$ cat config.mk
export PLATFORM = sky130hd
export DESIGN_NAME = daq_frame_packer
export DESIGN_NICKNAME = d
export VERILOG_FILES = /design/src/rtl/daq_frame_packer.sv
export SDC_FILE = /design/constraint.sdc
export NUM_CORES = 2
export LEC_CHECK = 0
export ABC_AREA = 1
export CORE_ASPECT_RATIO = 0.8
export CORE_MARGIN = 2
export CORE_UTILIZATION = 40
export CTS_CLUSTER_SIZE = 30
export DETAILED_ROUTE_END_ITERATION = 16
export MAX_ROUTING_LAYER = met4
export PLACE_DENSITY = 0.62
export SKIP_LAST_GASP = 1
export SLEW_MARGIN = 20
export SYNTH_ARGS = -nofsm -noshare
export SYNTH_HDL_FRONTEND = slang
export SYNTH_SLANG_ARGS = --single-unit
$ cat constraint.sdc
create_clock -name clk -period 2.6 [get_ports clk]
set_input_delay 0.52 -clock clk [delete_from_list [all_inputs] [get_ports clk]]
set_output_delay 0.52 -clock clk [all_outputs]
set_load 0.005 [all_outputs]
$ cat src/rtl/daq_frame_packer.sv
// daq_frame_packer: buffers decimated samples in a FIFO and emits header + FRAME_LEN sample-word frames.
// Define DAQ_FRAME_CHECKSUM_EN to append a modulo-2^32 sum trailer word to every frame.
module daq_frame_packer #(
    parameter int         DW         = 24,
    parameter int         FRAME_LEN  = 64,
    parameter int         FIFO_DEPTH = 128,
    parameter logic [7:0] SYNC       = 8'hA5
) (
    input  logic                          clk,
    input  logic                          rst_n,
    input  logic                          in_valid,
    input  logic [DW-1:0]                 in_data,
    output logic [31:0]                   out_data,
    output logic                          out_valid,
    input  logic                          out_ready,
    output logic                          out_last,
    output logic [$clog2(FIFO_DEPTH):0]   fifo_level,
    output logic [15:0]                   drop_cnt,
    input  logic                          drop_clr
);
    localparam int AW = $clog2(FIFO_DEPTH);
    localparam int LW = AW + 1;

`ifdef DAQ_FRAME_CHECKSUM_EN
    typedef enum logic [1:0] {IDLE, HDR, DATA, CSUM} state_t;
`else
    typedef enum logic [1:0] {IDLE, HDR, DATA} state_t;
`endif

    state_t                state_q, state_d;
    logic [DW-1:0]         mem_q [FIFO_DEPTH];
    logic [AW-1:0]         wr_ptr_q, wr_ptr_d, rd_ptr_q, rd_ptr_d;
    logic [LW-1:0]         level_q, level_d;
    logic [15:0]           drop_q, drop_d, cnt_q, cnt_d;
    logic [7:0]            seq_q, seq_d;
    logic                  wr, rd, hs, last_data;
    logic signed [DW-1:0]  head_raw;
    logic [31:0]           head;
`ifdef DAQ_FRAME_CHECKSUM_EN
    logic [31:0]           sum_q, sum_d;
`endif

    always_comb begin
        head_raw  = mem_q[rd_ptr_q];
        head      = 32'(head_raw);
        last_data = cnt_q == 16'(FRAME_LEN - 1);
        out_valid = state_q != IDLE;
        out_data  = state_q == HDR ? {SYNC, seq_q, 16'(FRAME_LEN)} : state_q == DATA ? head : 32'h0;
`ifdef DAQ_FRAME_CHECKSUM_EN
        out_last  = state_q == CSUM;
        out_data  = state_q == CSUM ? sum_q : out_data;
`else
        out_last  = state_q == DATA && last_data;
`endif
        hs        = out_valid && out_ready;
        // Fullness is judged at cycle start; a same-cycle pop never frees room for this write.
        wr        = in_valid && level_q != LW'(FIFO_DEPTH);
        rd        = hs && state_q == DATA;
        level_d   = level_q + LW'(wr) - LW'(rd);
        wr_ptr_d  = wr_ptr_q + AW'(wr);
        rd_ptr_d  = rd_ptr_q + AW'(rd);
        drop_d    = drop_clr ? 16'h0 : (in_valid && !wr && drop_q != 16'hFFFF) ? drop_q + 16'h1 : drop_q;
        state_d   = state_q;
        cnt_d     = cnt_q;
        seq_d     = seq_q;
        case (state_q)
            // Looking at next-cycle occupancy lets the header appear right after the completing write.
            IDLE: state_d = level_d >= LW'(FRAME_LEN) ? HDR : IDLE;
            HDR: if (hs) begin
                state_d = DATA;
                cnt_d   = 16'h0;
            end
            DATA: if (hs) begin
                cnt_d = cnt_q + 16'h1;
`ifdef DAQ_FRAME_CHECKSUM_EN
                state_d = last_data ? CSUM : DATA;
`else
                state_d = last_data ? IDLE : DATA;
                seq_d   = last_data ? seq_q + 8'h1 : seq_q;
`endif
            end
`ifdef DAQ_FRAME_CHECKSUM_EN
            CSUM: if (hs) begin
                state_d = IDLE;
                seq_d   = seq_q + 8'h1;
            end
`endif
            default: state_d = IDLE;
        endcase
`ifdef DAQ_FRAME_CHECKSUM_EN
        sum_d = state_q == HDR ? 32'h0 : rd ? sum_q + head : sum_q;
`endif
    end

    always_ff @(posedge clk)
        if (wr) mem_q[wr_ptr_q] <= in_data;

    always_ff @(posedge clk or negedge rst_n) begin
        if (!rst_n) begin
            state_q  <= IDLE;
            wr_ptr_q <= '0;
            rd_ptr_q <= '0;
            level_q  <= '0;
            drop_q   <= '0;
            cnt_q    <= '0;
            seq_q    <= '0;
`ifdef DAQ_FRAME_CHECKSUM_EN
            sum_q    <= '0;
`endif
        end else begin
            state_q  <= state_d;
            wr_ptr_q <= wr_ptr_d;
            rd_ptr_q <= rd_ptr_d;
            level_q  <= level_d;
            drop_q   <= drop_d;
            cnt_q    <= cnt_d;
            seq_q    <= seq_d;
`ifdef DAQ_FRAME_CHECKSUM_EN
            sum_q    <= sum_d;
`endif
        end
    end

    assign fifo_level = level_q;
    assign drop_cnt   = drop_q;
endmodule

==> results.toml <==
[timing]
maxSlewViolCount = 0
period_share_pct = 160
period_minus_slack_ps = 4160
fmax_ghz = 0.240
finalHoldViolations = 0
rsz0062_at_grt = "yes"
finalSetupViolCount = 34
tightestPinTransition_ps = 990
clock_skew_ps = 40.5
slew_headroom_pct = 34.0
setup_tns_ps = -48640
fin_ws_ps = -1560

[setup_path]
reg2reg_from = "fifo_level[6]"
startpoint = "rd_ptr_q[0]"
crit_family = "buffers and inverters"
crit_fanout = 8
worstPathRequired_ps = 2080
cp_slowest_cell = "dfrtp_4"
crit_type = "reg -> out"
arrival_ps = 3640
worstSetupEndpointType = "output pin"
crit_chain = "buf_12 > buf_16 > buf_16 > buf_12 > buf_12 > buf_16 > buf_6 > nor2_2 > nor2_1 > o21ai_1 > a21oi_1 > nor2_2 > nand2_2 > nand3_4 > nand2_4 > nor2_4 > buf_6 > nor2_4 > buf_2"
slowest_delay_ps = 500
crit_buf_inv = 9
start_kind = "flip-flop"

[status]
outcome = "complete, but fails checks"
failed_checks = "setup timing"

[routing]
finalWirelength_um = 412000
detail-route-antenna-nets = 0
first_pass_iters = 6
wl_per_cell_um = 25.4
drc = 0
viasPerCell = 5.61
vias = 91000
drtIter0Drc = 13000

[power_and_ir_drop]
sequentialPowerShare_pct = 32.1
power_frac_comb_pct = 43.3
swShare_pct = 37.2
clock_power_share_pct = 24.6
power.leakage_uw = 0.0573
p_int_uw = 112000
ir_worst_vdd_v = 0.000715
power.switching_uw = 66200
p_per_area_nw_per_um2 = 1110

[layout]
drive_gt1_share_pct = 19.8
final_nets = 11800
multi_input_comb_area_um2 = 32500
regArea_um2 = 93900
n_fill_cell = 26700
fin_cells = 16200
syn2layout_area_growth_pct = 24.9
final_common_cell = "edfxtp_1"
layout_common_cells = "edfxtp_1, nor2_1, nand2_1, o21ai_0, buf_4"

[synthesis]
yosysWarnings = 0
synth-seq-cells = 3136
synthesis.nets = 10900
synth_flop_cell = "edfxtp_1"
ys_types = 43
synthArstFlopShare_pct = 2.04
syn_inst = 10900
avgSynthCellArea_um2 = 11.8
synth_edf_count = 3072
synthesis.area_um2 = 128000
yosysSeqAreaShare_pct = 73.3

[global_routing]
antenna_found_initial = 17
overflow = 0
grt_pass1_vias = 85100
grt_pass1_wl_um = 593000
grt_max_degree = 129
track_usage_pct = 25.5

[clock_tree]
cts_made_buffers = 304
cts_buffer_depth = 4
clk_latency_ps = 900
cts_max_level = 5
cts_tree = "yes"
clk_pin_slew_ps = 60
clock-sinks = 3136
clockRootBuffer = "clkbuf_16"

[worst_hold_path]
worstHoldPathType = "in -> reg"
min-delay-start = "in_data[2]"

[floorplan]
rows = 185
die_w_um = 637
start_util_pct = 40.3
die_h_um = 510
io_pins = 87
dieArea_um2 = 325000
core_um2 = 318000

[placement]
gp_congestion = 0.917
dpl.hpwl_um = 240000
dp.cells = 15400
io_buffers = 86
place_ws_ps = -1620

[flow_run]
maxCapViolCount = 0
-- sequential cells by signal (all words and copies together) (netlist names) --
signal and cells:
drop_cnt 16, cnt_q 16, mem_q 3072, fifo_level 8
seq_q 8, rd_ptr_q 7, state_q 2, wr_ptr_q 7
-- synth_stat cells, types with 2 or more instances --
cell type / instances / area share [%]
nor3_1: 10 / 0.039
xor2_1: 24 / 0.16
clkinv_1: 8 / 0.023
nor4_1: 5 / 0.024
buf_6: 37 / 0.33
nand3_1: 740 / 2.9
ha_1: 16 / 0.16
inv_2: 2 / 0.0059
inv_1: 448 / 1.3
clkbuf_1: 332 / 0.97
or2_2: 16 / 0.078
o211ai_1: 225 / 1.3
nor2_2: 2 / 0.0098
o21ai_1: 174 / 0.68
xnor2_1: 3 / 0.021
dfrtp_1: 64 / 1.3
edfxtp_1: 3072 / 72
a31oi_1: 3 / 0.015
nand4_1: 17 / 0.083
buf_4: 92 / 0.54
o22ai_1: 90 / 0.44
nor2_1: 2209 / 6.5
mux2_2: 2 / 0.018
nand2_1: 1836 / 5.4
buf_8: 2 / 0.023
o21ai_0: 1101 / 4.3
a21oi_1: 148 / 0.58
buf_1: 71 / 0.21
o21a_1: 2 / 0.012
and3_1: 2 / 0.0098
buf_2: 130 / 0.51
-- timing repair --
action,in CTS,in global routing
endpoints found under the hold margin,69,0
buffers inserted,160,34
setup endpoints to repair,35,36
hold buffers,3,0
gates resized for setup,1036,345
pin swaps,291,213
cloned,73,15
-- final timing paths --
kind	endpoint	slack, ps	cells past startpoint
max	out_data[14]	-1560	19
min	mem_q[40][2]	70	1
max reg2reg	state_q[0]	-110	17
min reg2reg	seq_q[6]	500	1
max in group asynchronous	rd_ptr_q[0]	2060	3
min in group asynchronous	seq_q[7]	160	3
-- power groups by stage --
stage / combinational (uW) / clock, uW / sequential (uW)
3_3_place_gp: 57900 / 0 / 58100
2_1_floorplan: 31200 / 0 / 58100
4_1_cts: 73000 / 44000 / 57100
3_5_place_dp: 58700 / 0 / 58200
6_report: 76900 / 43700 / 57100
5_1_grt: 81200 / 46000 / 57200
-- cells by family (layout without fill, tap and decap cells) --
kind of cell,after synthesis,count (layout),share of synthesized area [%]
adder cells (fa/ha/maj),17,17,0.172
XOR/XNOR,27,27,0.185
buffers and inverters,1123,2235,3.94
other,0,11,0
AO/OA/AOI/OAI,1748,1748,7.38
AND/OR/NAND/NOR,4842,4842,15.0
flip-flops,3136,3136,73.3
multiplexers,2,2,0.0176
-- worst register-to-register path, cell delays in order (launching register included) --
cell and delay [ps]:
dfrtp_1 380, inv_1 80, ha_1 180, nand4_1 160, nand2_1 120, clkinv_1 80
nand2_1 60, nand2_1 60, ha_1 200, fa_1 420, nand3_1 100, nand2_1 80
a21oi_1 160, o21bai_1 100, xor2_1 190, nand2_1 110, nand2_1 70, nand2_1 40
-- layer usage --
layer / track usage, % / share of wire (%)
met5: - / 0
met4: 7.47 / 3.2
met3: 5.09 / 12
met2: 37.2 / 44
met1: 36.0 / 41
-- cell type report --
class	count	share of cell area [%]
tap	4207	3.29
antenna	11	0.0172
sequential	3136	58.7
multi-input combinational	6636	20.3
timing repair inverter	3	0.0313
clock inverter	151	0.891
clock buffer	375	5.08
inverter	458	1.12
timing repair buffer	1248	10.5
-- per-stage QoR --
step	power (uW)	utilization [%]	hold slack, ps	instance area [um^2]
CTS	174000	49.9	30.0	159000
floorplan	89300	-	224	128000
global placement	116000	44.7	479	142000
detailed placement	117000	44.7	487	142000
global route	184000	50.3	40.0	160000
finish	178000	50.3	75.0	160000
Power figures use the tool's default switching activity.
